<file path="config.mk">
export PLATFORM = sky130hd
export DESIGN_NAME = instr_fetch_unit
export DESIGN_NICKNAME = d
export VERILOG_FILES = /design/src/rtl/instr_fetch_unit.sv
export SDC_FILE = /design/constraint.sdc
export NUM_CORES = 1
export LEC_CHECK = 0
export CAP_MARGIN = 15
export CORE_MARGIN = 2
export CORE_UTILIZATION = 61
export CTS_BUF_LIST = sky130_fd_sc_hd__clkbuf_16
export CTS_CLUSTER_SIZE = 25
export DETAILED_ROUTE_END_ITERATION = 10
export PLACE_DENSITY = 0.9
export SLEW_MARGIN = 20
export SYNTH_ARGS = -nofsm -noshare
export SYNTH_HDL_FRONTEND = slang
export SYNTH_SLANG_ARGS = --single-unit
</file>
<file path="constraint.sdc">
create_clock -name clk -period 10.25 [get_ports clk]
set_input_delay 2.5625 -clock clk [delete_from_list [all_inputs] [get_ports clk]]
set_output_delay 2.5625 -clock clk [all_outputs]
set_load 0.02 [all_outputs]
</file>
<file path="src/rtl/instr_fetch_unit.sv">
// instr_fetch_unit: PC, one-outstanding imem requests, IR and a
// one-entry sequential prefetch buffer; applies jump/branchz redirects.
// Ports:
//   clk, rst_n                 clock, async active-low reset
//   imem_req/addr/ack/rdata    instruction memory request/transfer
//   ins, ins_pc, ins_valid     IR contents presented to the controller
//   ins_ready                  controller retires ins this cycle
//   pc1sel, pc2sel, zero       branchz / jump decision for the IR entry
module instr_fetch_unit #(
    parameter int              PC_W     = 12,
    parameter logic [PC_W-1:0] RESET_PC = '0,
    parameter int              BR_OFF_W = 8
) (
    input  logic            clk,
    input  logic            rst_n,
    output logic            imem_req,
    output logic [PC_W-1:0] imem_addr,
    input  logic            imem_ack,
    input  logic [15:0]     imem_rdata,
    output logic [15:0]     ins,
    output logic [PC_W-1:0] ins_pc,
    output logic            ins_valid,
    input  logic            ins_ready,
    input  logic            pc1sel,
    input  logic            pc2sel,
    input  logic            zero
);

    logic [PC_W-1:0] fetch_pc;
    logic [15:0]     pf_data;
    logic [PC_W-1:0] pf_pc;
    logic            pf_valid;
    logic            drop;

    logic [15:0]     ir_n;
    logic [PC_W-1:0] irpc_n;
    logic            irv_n;
    logic [15:0]     pf_n;
    logic [PC_W-1:0] pfpc_n;
    logic            pfv_n;
    logic [PC_W-1:0] fpc_n;
    logic            drop_n;
    logic            req_n;
    logic [PC_W-1:0] addr_n;

    logic            xfer;
    logic            retire;
    logic            redirect;
    logic            keep;
    logic [PC_W-1:0] seq_pc;
    logic [PC_W-1:0] jmp_tgt;
    logic [PC_W-1:0] br_tgt;
    logic [PC_W-1:0] tgt;
    logic [BR_OFF_W-1:0] br_off;

    assign xfer   = imem_req && imem_ack;
    assign retire = ins_valid && ins_ready;
    assign seq_pc = ins_pc + PC_W'(1);
    assign br_off = ins[BR_OFF_W-1:0];
    assign br_tgt = seq_pc
                  + {{(PC_W-BR_OFF_W){br_off[BR_OFF_W-1]}}, br_off};

    generate
        if (PC_W > 12) begin : g_wide
            assign jmp_tgt = {ins_pc[PC_W-1:12], ins[11:0]};
        end else begin : g_narrow
            assign jmp_tgt = ins[PC_W-1:0];
        end
    endgenerate

    always_comb begin
        tgt = seq_pc;
        if (pc2sel)
            tgt = jmp_tgt;
        else if (pc1sel && zero)
            tgt = br_tgt;
    end

    // A "taken" transfer that lands on ins_pc+1 is just sequential flow.
    assign redirect = retire && (tgt != seq_pc);
    assign keep     = xfer && !drop && !redirect;

    always_comb begin
        ir_n   = ins;
        irpc_n = ins_pc;
        irv_n  = ins_valid;
        pf_n   = pf_data;
        pfpc_n = pf_pc;
        pfv_n  = pf_valid;
        fpc_n  = fetch_pc;
        drop_n = drop;
        req_n  = imem_req;
        addr_n = imem_addr;
        if (keep) begin
            pf_n   = imem_rdata;
            pfpc_n = imem_addr;
        end
        if (redirect) begin
            irv_n  = 1'b0;
            pfv_n  = 1'b0;
            fpc_n  = tgt;
            // In-flight fetch belongs to the old path; discard it at ack.
            drop_n = imem_req && !imem_ack;
        end else begin
            if (xfer)
                drop_n = 1'b0;
            if (keep)
                fpc_n = fetch_pc + PC_W'(1);
            if (retire) begin
                if (pf_valid) begin
                    ir_n   = pf_data;
                    irpc_n = pf_pc;
                    pfv_n  = keep;
                end else if (keep) begin
                    ir_n   = imem_rdata;
                    irpc_n = imem_addr;
                end else begin
                    irv_n  = 1'b0;
                end
            end else if (keep) begin
                if (!ins_valid) begin
                    ir_n   = imem_rdata;
                    irpc_n = imem_addr;
                    irv_n  = 1'b1;
                end else begin
                    pfv_n  = 1'b1;
                end
            end
        end
        // A pending request is never retargeted.
        if (imem_req && !imem_ack) begin
            req_n = 1'b1;
        end else begin
            req_n  = drop_n || !irv_n || !pfv_n;
            addr_n = fpc_n;
        end
    end

    always_ff @(posedge clk or negedge rst_n) begin
        if (!rst_n) begin
            imem_req  <= 1'b0;
            imem_addr <= RESET_PC;
            ins       <= 16'h0000;
            ins_pc    <= '0;
            ins_valid <= 1'b0;
            pf_data   <= 16'h0000;
            pf_pc     <= '0;
            pf_valid  <= 1'b0;
            fetch_pc  <= RESET_PC;
            drop      <= 1'b0;
        end else begin
            imem_req  <= req_n;
            imem_addr <= addr_n;
            ins       <= ir_n;
            ins_pc    <= irpc_n;
            ins_valid <= irv_n;
            pf_data   <= pf_n;
            pf_pc     <= pfpc_n;
            pf_valid  <= pfv_n;
            fetch_pc  <= fpc_n;
            drop      <= drop_n;
        end
    end

endmodule
</file>
==> flow_summary.ini, run 1 <==
[synth]
synth_common_cells = dfrtp_1, a21oi_1, mux2i_1, mux2_2, xnor2_1
synth_cells = 510
synth_xor_area_frac = 0.0963
syn_area_um2 = 5340
synth_simple_gate_area_share = 0.0984
ys_ff_latch = 84
yosys.area.top_type = dfrtp_1
yosysSeqAreaShare = 0.394
synth.top_cell.area_share = 0.394
yosysMostFrequentCell = dfrtp_1
ys_types = 56
synth_compound_area_frac = 0.138
syn_area_per_cell_um2 = 10.5
synth_flop_cell = dfrtp_1
synth_fa_ha_area_frac = 0.0365
synth_area_leaders = dfrtp_1, mux2i_1, a21oi_1
yosys_warnings = 0
synth_edf_count = 0
synth_top_family_by_area = multiplexers
async_flop_share = 1.00
synthMuxAreaShare = 0.194
syn_nets = 548

[setup_path]
crit_arrival_ns = 6.34
critPathKind = input port to flop
cp_num_buf_inv = 3
r2r_cells = 17
cp-start-kind = input port
reg2reg_from = ins_pc[0]
endpoint_kind = flop
critPathMaxStageDelay_ns = 0.88
path_cells = clkdlybuf4s50_1 -> buf_4 -> o21ai_0 -> a311oi_1 -> nand4_1 -> o41ai_1 -> nand4_1 -> or3_4 -> o21ai_2 -> buf_4 -> and2_1 -> a21oi_1
critPathSlowestCell = and2_1
rrSetupSlack_ns = 4.75
cp.required_ns = 10.41
path_delay_family = simple AND/OR/NAND/NOR gates
r2r_end = ins[11]
cp_max_fo = 29

[clock_network]
post_cts_buffers = 0
cts_resized = 0
cts_buffer_depth = 2
root_buffer = clkbuf_16
cts_sinks = 84
clock_latency_ns = 0.34
cts.clk_slew.worst_paths_ns = 0.06
cts_buffers = 9
cts_tree = yes
h-tree-depth = 3
hold_buffers = 0

[layout]
diodes = 0
nNetsFinal = 597
post-route-util = 0.729
final_layout_size_suffix_gt1_frac = 0.137
final_cells = 672
area_delta_synth_final_pct = 17.3

[worst_hold_path]
hold_path_class = flop to flop
holdPathStages = 1
whs_endpoint = pf_data[4]
min_from = pf_data[4]

[place]
port_buffers = 64
place_congestion = 0.915
dp_cells = 656
detailed_place_hpwl_um = 9290

[timing]
worst_slew_pin_slew_ns = 1.04
period_share = 0.603
min_period_ns = 6.18
slew-limit-headroom = 0.307
grt_setup_unrepaired = no
fin_worst_skew_ns = 0.00970
hold_viol = 0
fin_hold_ws_ns = 0.502
setup_viol = 0
setup_tns_ns = 0
fmax_ghz = 0.162
final_max_slew_viol_count = 0

[run_status]
status = completed

[floorplan]
rows = 34
initial_utilization = 0.622
pin_count = 65
die_x_um = 97.6
core_um2 = 8590
dieArea_um2 = 9520
die_h_um = 97.6

[route]
routed_wl_um = 13500
drt_iter0_markers = 405
viasPerCell = 6.32
wl_per_cell_um = 20.0
ant_nets = 0
drc = 0
dr.pass1.iters = 5
vias = 4246

[global_routing]
grt_overflow = 0
grt_start_max_net_pins = 85
antenna_found_initial = 0
grt_pass1_vias = 4158
grt_usage = 0.287
grt_pass1_wl_um = 21600

[run]
max_cap_viol_count = 0
-- stage by stage --
stage / instance area [um^2] / worst slack, ns
2_1_floorplan: 5340 / 5.30
3_3_place_gp: 5980 / 4.00
3_5_place_dp: 5980 / 3.86
4_1_cts: 6260 / 4.17
5_1_grt: 6260 / 3.72
6_report: 6260 / 4.07
-- metal layers --
metal	track usage	up-vias	part of all wire
li1	-	1947	-
met1	0.403	2074	0.44
met2	0.448	182	0.47
met4	0.114	0	0.036
met5	0	-	0
met3	0.0489	43	0.052
-- area by class of cell --
class,instances,area (um^2)
well taps,108,135
inverters,18,67.6
clock inverters,7,57.6
multi-input cells,379,3010
repair buffers,67,664
clock buffers,9,225
flip-flops and latches,84,2100
fillers,582,2330
-- state kept, by name, summed over array words and instances, names as in the netlist, 12 cells and up --
| register | count |
|---|---|
| ins | 16 |
| pf_data | 16 |
| fetch_pc | 12 |
| imem_addr | 12 |
| ins_pc | 12 |
| pf_pc | 12 |
-- cells by family after synthesis --
logic type               after synthesis
buffers and inverters                 47
AO/OA/AOI/OAI                        127
flip-flops                            84
XOR/XNOR                              50
AND/OR/NAND/NOR                       97
multiplexers                          90
adder cells (fa/ha/maj)               15
-- layout by cell type, fill, tap and decap left out, types with 14 or more instances in the layout --
cell / synthesis / routed
mux2i_1: 43 / 43
dfrtp_1: 84 / 84
xor2_1: 18 / 18
mux2_2: 27 / 27
clkdlybuf4s50_1: 0 / 63
mux2_4: 20 / 20
inv_1: 18 / 18
a21oi_1: 76 / 76
o21ai_0: 16 / 16
ha_1: 14 / 14
nand2_1: 25 / 25
nor2_1: 17 / 17
xnor2_1: 26 / 26
-- how the worst max path moves through the flow --
stage | start | end | slack (ns) | cells after the start
after CTS | pc2sel | ins[9] | 4.17 | 12
after global routing | pc2sel | ins[11] | 3.72 | 12
final | pc2sel | ins[11] | 4.07 | 12
after floorplan | pc2sel | imem_addr[0] | 5.30 | 10
after global placement | pc2sel | ins[14] | 4.00 | 12
after detailed placement | pc2sel | ins[6] | 3.86 | 12
Power of run 1 is left out: the tool's default activity adds up to more than one toggle a clock period on the data nets, which glitch-free logic cannot reach.
==> inputs of run 2 (changes only) <==
--- a/config.mk
+++ b/config.mk
@@ -7,11 +7,11 @@
 export LEC_CHECK = 0
 export CAP_MARGIN = 15
 export CORE_MARGIN = 2
-export CORE_UTILIZATION = 61
+export CORE_UTILIZATION = 51
 export CTS_BUF_LIST = sky130_fd_sc_hd__clkbuf_16
 export CTS_CLUSTER_SIZE = 25
 export DETAILED_ROUTE_END_ITERATION = 10
-export PLACE_DENSITY = 0.9
+export PLACE_DENSITY = 0.81
 export SLEW_MARGIN = 20
 export SYNTH_ARGS = -nofsm -noshare
 export SYNTH_HDL_FRONTEND = slang
==> constraint.sdc (replaced) <==
create_clock -name clk -period 5 [get_ports clk]
set_input_delay 1.25 -clock clk [delete_from_list [all_inputs] [get_ports clk]]
set_output_delay 1.25 -clock clk [all_outputs]
set_load 0.02 [all_outputs]
==> run 2 against run 1 <==
Hold slack better by 0.0032 ns. Non-clock buffer count is 6 higher. Die area up 19%. Flip-flop and latch count stayed put. Setup slack worse by 3.7 ns. Global-route usage decreased by 5.0 points. First-iteration DRC count decreased by 11%. Clock-buffer cell count unchanged. Cell count is 5.1% higher. Critical path type is now flop to flop.
==> flow_summary.ini, run 2 (synthesis gave the netlist of run 1 again) <==
[route]
route.met3.wl_um = 753
drt_iter0_markers = 359
viasPerCell = 5.89
highest_layer = met4
dr.pass1.iters = 5
drc = 0
wl_met1_um = 5810
wl_per_cell_um = 18.2
ant_nets = 0
routed_wl_um = 12800
vias = 4161
wl_met2_um = 6020

[worst_hold_path]
whs_endpoint = pf_data[3]
holdPathStages = 1
min_from = pf_data[3]
hold_path_class = flop to flop

[layout]
finish.instance_area_um2 = 6370
fillers = 807
final_cell_mix = dfrtp_1, a21oi_1, clkdlybuf4s50_1, mux2i_1, mux2_2
final_common_cell = dfrtp_1
final_layout_size_suffix_gt1_frac = 0.144
area_delta_synth_final_pct = 19.3
top_regs = ins x16, pf_data x16
nNetsFinal = 603
diodes = 0

[floorplan]
dieArea_um2 = 11300
initial_utilization = 0.522
pin_count = 65
die_x_um = 106
die_h_um = 106
core_um2 = 10200
rows = 37

[timing]
setup_tns_ns = 0
fin_worst_skew_ns = 0.00653
fmax_ghz = 0.215
final_max_slew_viol_count = 0
slew-limit-headroom = 0.285
period_share = 0.931
worst_slew_pin_slew_ns = 1.07
grt_setup_unrepaired = no
min_period_ns = 4.66
hold_viol = 0
setup_viol = 0

[setup_path]
path_cells = ha_1 -> nand3_1 -> nor2_1 -> xnor2_2 -> inv_1 -> ha_1 -> and3b_1 -> a2111oi_0 -> nand3_1 -> xnor2_1 -> o41ai_1 -> nand4_1 -> or3_4 -> nand3_4 -> nand2_8 -> mux2_4
rrSetupSlack_ns = 0.34
cp-start-kind = flop
crit_arrival_ns = 4.88
cp_num_buf_inv = 1
r2r_cells = 16
critPathKind = flop to flop
critPathMaxStageDelay_ns = 0.47
cp_max_fo = 28
endpoint_kind = flop
path_delay_family = simple AND/OR/NAND/NOR gates
critPathSlowestCell = dfrtp_1
r2r_end = pf_data[9]
cp.required_ns = 5.22
reg2reg_from = ins_pc[0]

[clock_network]
cts_sinks = 84
h-tree-depth = 3
post_cts_buffers = 0
cts_tree = yes
cts_buffers = 9
root_buffer = clkbuf_16
clock_latency_ns = 0.34
cts_resized = 0
cts_buffer_depth = 2
hold_buffers = 0
cts.clk_slew.worst_paths_ns = 0.06

[place]
port_buffers = 64
postPlaceCellArea_um2 = 6060
detailed_place_hpwl_um = 9190
place_congestion = 0.934

[global_routing]
grt_start_max_net_pins = 85
grt_overflow = 0
antenna_found_initial = 0
grt_pass1_vias = 4095
grt_usage = 0.237
grt_pass1_wl_um = 20900

[run]
max_cap_viol_count = 0

[run_status]
status = completed
## run 2: area by class of cell
cell class                 count  area [um^2]  area share
multi-input combinational    379         3030       0.475
sequential                    84         2100       0.330
timing repair buffer          73          709       0.111
clock buffer                   9          225      0.0353
tap                          136          170      0.0267
clock inverter                 7         67.6      0.0106
inverter                      18         67.6      0.0106
## run 2: worst max-delay path by stage
stage                   start      endpoint  depth (start not counted)
CTS                 ins_pc[0]     pf_pc[10]                         16
floorplan           ins_pc[0]  imem_addr[0]                         17
finish              ins_pc[0]    pf_data[9]                         16
global route        ins_pc[0]   pf_data[12]                         16
detailed placement  ins_pc[0]      pf_pc[1]                         16
global placement    ins_pc[0]   pf_data[13]                         16
## run 2: per-stage QoR
stage                     utilization  setup slack, ns  std cells  hold WS [ns]
after floorplan                     -            0.841        510         0.479
final                           0.623            0.343        706         0.505
after global placement          0.592            0.383        690         0.486
after detailed placement        0.592            0.190        690         0.493
after CTS                       0.621            0.141        706         0.506
after global routing            0.623           0.0302        706         0.525
## run 2: layer usage
layer / global-route usage / up-vias
li1: - / 1949
met4: 0.0893 / 0
met3: 0.0472 / 16
met2: 0.361 / 149
met5: 0 / -
met1: 0.335 / 2047
Power of run 2 is left out for the same reason.
==> inputs of run 3 (changes only) <==
--- a/config.mk
+++ b/config.mk
@@ -6,6 +6,7 @@
 export NUM_CORES = 1
 export LEC_CHECK = 0
 export CAP_MARGIN = 15
+export CORE_ASPECT_RATIO = 0.5
 export CORE_MARGIN = 2
 export CORE_UTILIZATION = 51
 export CTS_BUF_LIST = sky130_fd_sc_hd__clkbuf_16
==> run 3 against run 2 <==
Via count is 1.2% higher. Non-clock buffer count is 1 lower. Clock-buffer cell count stayed put. Register-to-register slack worse by 0.05 ns. Die area is 0.44% higher. Setup slack worse by 0.054 ns. Flip-flop and latch count stayed put. Sequential share of layout area hardly changed. First-iteration DRC count is 15% higher. Design area hardly changed. Core utilization is 0.35 points higher. Global-route usage is 1.8 points higher. Critical endpoint is now imem_addr[11].
==> flow_summary.ini, run 3 (synthesis gave the netlist of run 1 again) <==
[run_status]
status = completed

[clock_network]
h-tree-depth = 3
cts_buffers = 9
cts_buffer_depth = 2
post_cts_buffers = 0
clock_latency_ns = 0.34
cts_tree = yes
root_buffer = clkbuf_16
hold_buffers = 0
cts_sinks = 84
cts.clk_slew.worst_paths_ns = 0.06

[timing]
fin_worst_skew_ns = 0.00552
slew-limit-headroom = 0.293
worst_slew_pin_slew_ns = 1.06
hold_viol = 0
final_max_slew_viol_count = 0
setup_viol = 0
fmax_ghz = 0.212
min_period_ns = 4.71
setup_tns_ns = 0
period_share = 0.942
grt_setup_unrepaired = no

[floorplan]
die_h_um = 76.4
core_um2 = 10200
die_x_um = 149
dieArea_um2 = 11400
pin_count = 65
rows = 26
initial_utilization = 0.525

[layout]
nNetsFinal = 602
top_regs = ins x16, pf_data x16
finish.instance_area_um2 = 6380
final_common_cell = dfrtp_1
final_cell_mix = dfrtp_1, a21oi_1, clkdlybuf4s50_1, mux2i_1, mux2_2
fillers = 780
post-route-util = 0.626
diodes = 0
final_layout_size_suffix_gt1_frac = 0.142
area_delta_synth_final_pct = 19.4
final_cells = 709

[worst_hold_path]
whs_endpoint = pf_data[4]
hold_path_class = flop to flop
holdPathStages = 1
min_from = pf_data[4]

[place]
place_congestion = 0.847
postPlaceCellArea_um2 = 6070
detailed_place_hpwl_um = 9650
dp_cells = 693
port_buffers = 64

[setup_path]
endpoint_kind = flop
path_delay_family = simple AND/OR/NAND/NOR gates
cp.required_ns = 5.23
crit_arrival_ns = 4.94
r2r_end = imem_addr[11]
crit_cells = 17
critPathSlowestCell = or3_4
rrSetupSlack_ns = 0.29
critPathMaxStageDelay_ns = 0.47
critPathKind = flop to flop
cp_num_buf_inv = 2
path_cells = ha_1 -> nand3_1 -> nor2_1 -> xnor2_1 -> buf_4 -> inv_1 -> ha_1 -> and3b_1 -> a2111oi_1 -> nand3_1 -> xnor2_1 -> o41ai_1 -> nand4_1 -> or3_4 -> nand3_4 -> mux2_2 -> mux2_2
cp-start-kind = flop
cp_max_fo = 16
r2r_cells = 17
reg2reg_from = ins_pc[1]

[route]
drc = 0
vias = 4213
ant_nets = 0
drt_iter0_markers = 412
wl_per_cell_um = 19.5
routed_wl_um = 13800
viasPerCell = 5.94
dr.pass1.iters = 5

[global_routing]
grt_usage = 0.256
grt_pass1_wl_um = 22600
grt_overflow = 0
grt_pass1_vias = 4136
grt_start_max_net_pins = 85
antenna_found_initial = 0

[run]
max_cap_viol_count = 0
==> run 3: layout make-up <==
cell class	count	area (um^2)	area share
Clock inverter	7	67.6	0.0106
Multi-Input combinational cell	379	3020	0.474
Clock buffer	9	225	0.0353
Sequential cell	84	2100	0.330
Tap cell	140	175	0.0275
Inverter	18	67.6	0.0106
Timing Repair Buffer	72	714	0.112
==> run 3: worst reg2reg max path: cells and delay by family, from the launching register on <==
| kind | cells | cell delay [ns] |
|---|---|---|
| compound gates | 2 | 0.68 |
| xor+xnor | 2 | 0.30 |
| fa+ha+maj | 2 | 0.67 |
| buf+inv | 2 | 0.21 |
| flops | 1 | 0.45 |
| mux | 2 | 0.67 |
| simple gates | 7 | 1.63 |
==> run 3: worst max-delay path by stage <==
stage / from / endpoint / slack [ns]
3_3_place_gp: ins_pc[0] / pf_data[13] / 0.36
5_1_grt: ins_pc[1] / imem_addr[4] / 0.009
2_1_floorplan: ins_pc[0] / imem_addr[0] / 0.84
4_1_cts: ins_pc[0] / pf_pc[3] / 0.15
3_5_place_dp: ins_pc[0] / pf_pc[3] / 0.30
6_report: ins_pc[1] / imem_addr[11] / 0.29
==> run 3: routing by layer <==
metal / share of wire / up-vias / track usage / wire (um)
met4: 0.016 / 0 / 0.0733 / 226
met1: 0.45 / 2061 / 0.361 / 6210
li1: - / 1946 / - / -
met3: 0.076 / 27 / 0.0647 / 1050
met5: 0 / - / 0 / 0
met2: 0.46 / 179 / 0.393 / 6340
==> run 3: per-stage QoR <==
step,hold slack [ns],setup slack (ns)
2_1_floorplan,0.479,0.841
3_3_place_gp,0.486,0.356
3_5_place_dp,0.490,0.296
4_1_cts,0.506,0.150
5_1_grt,0.527,0.00881
6_report,0.504,0.290
==> run 3: repair_timing <==
| item | CTS | global route |
|---|---|---|
| endpoints found under the setup margin | 0 | 64 |
| resized for setup | 0 | 3 |
| endpoints found under the hold margin | 0 | 0 |
Power of run 3 is left out for the same reason.
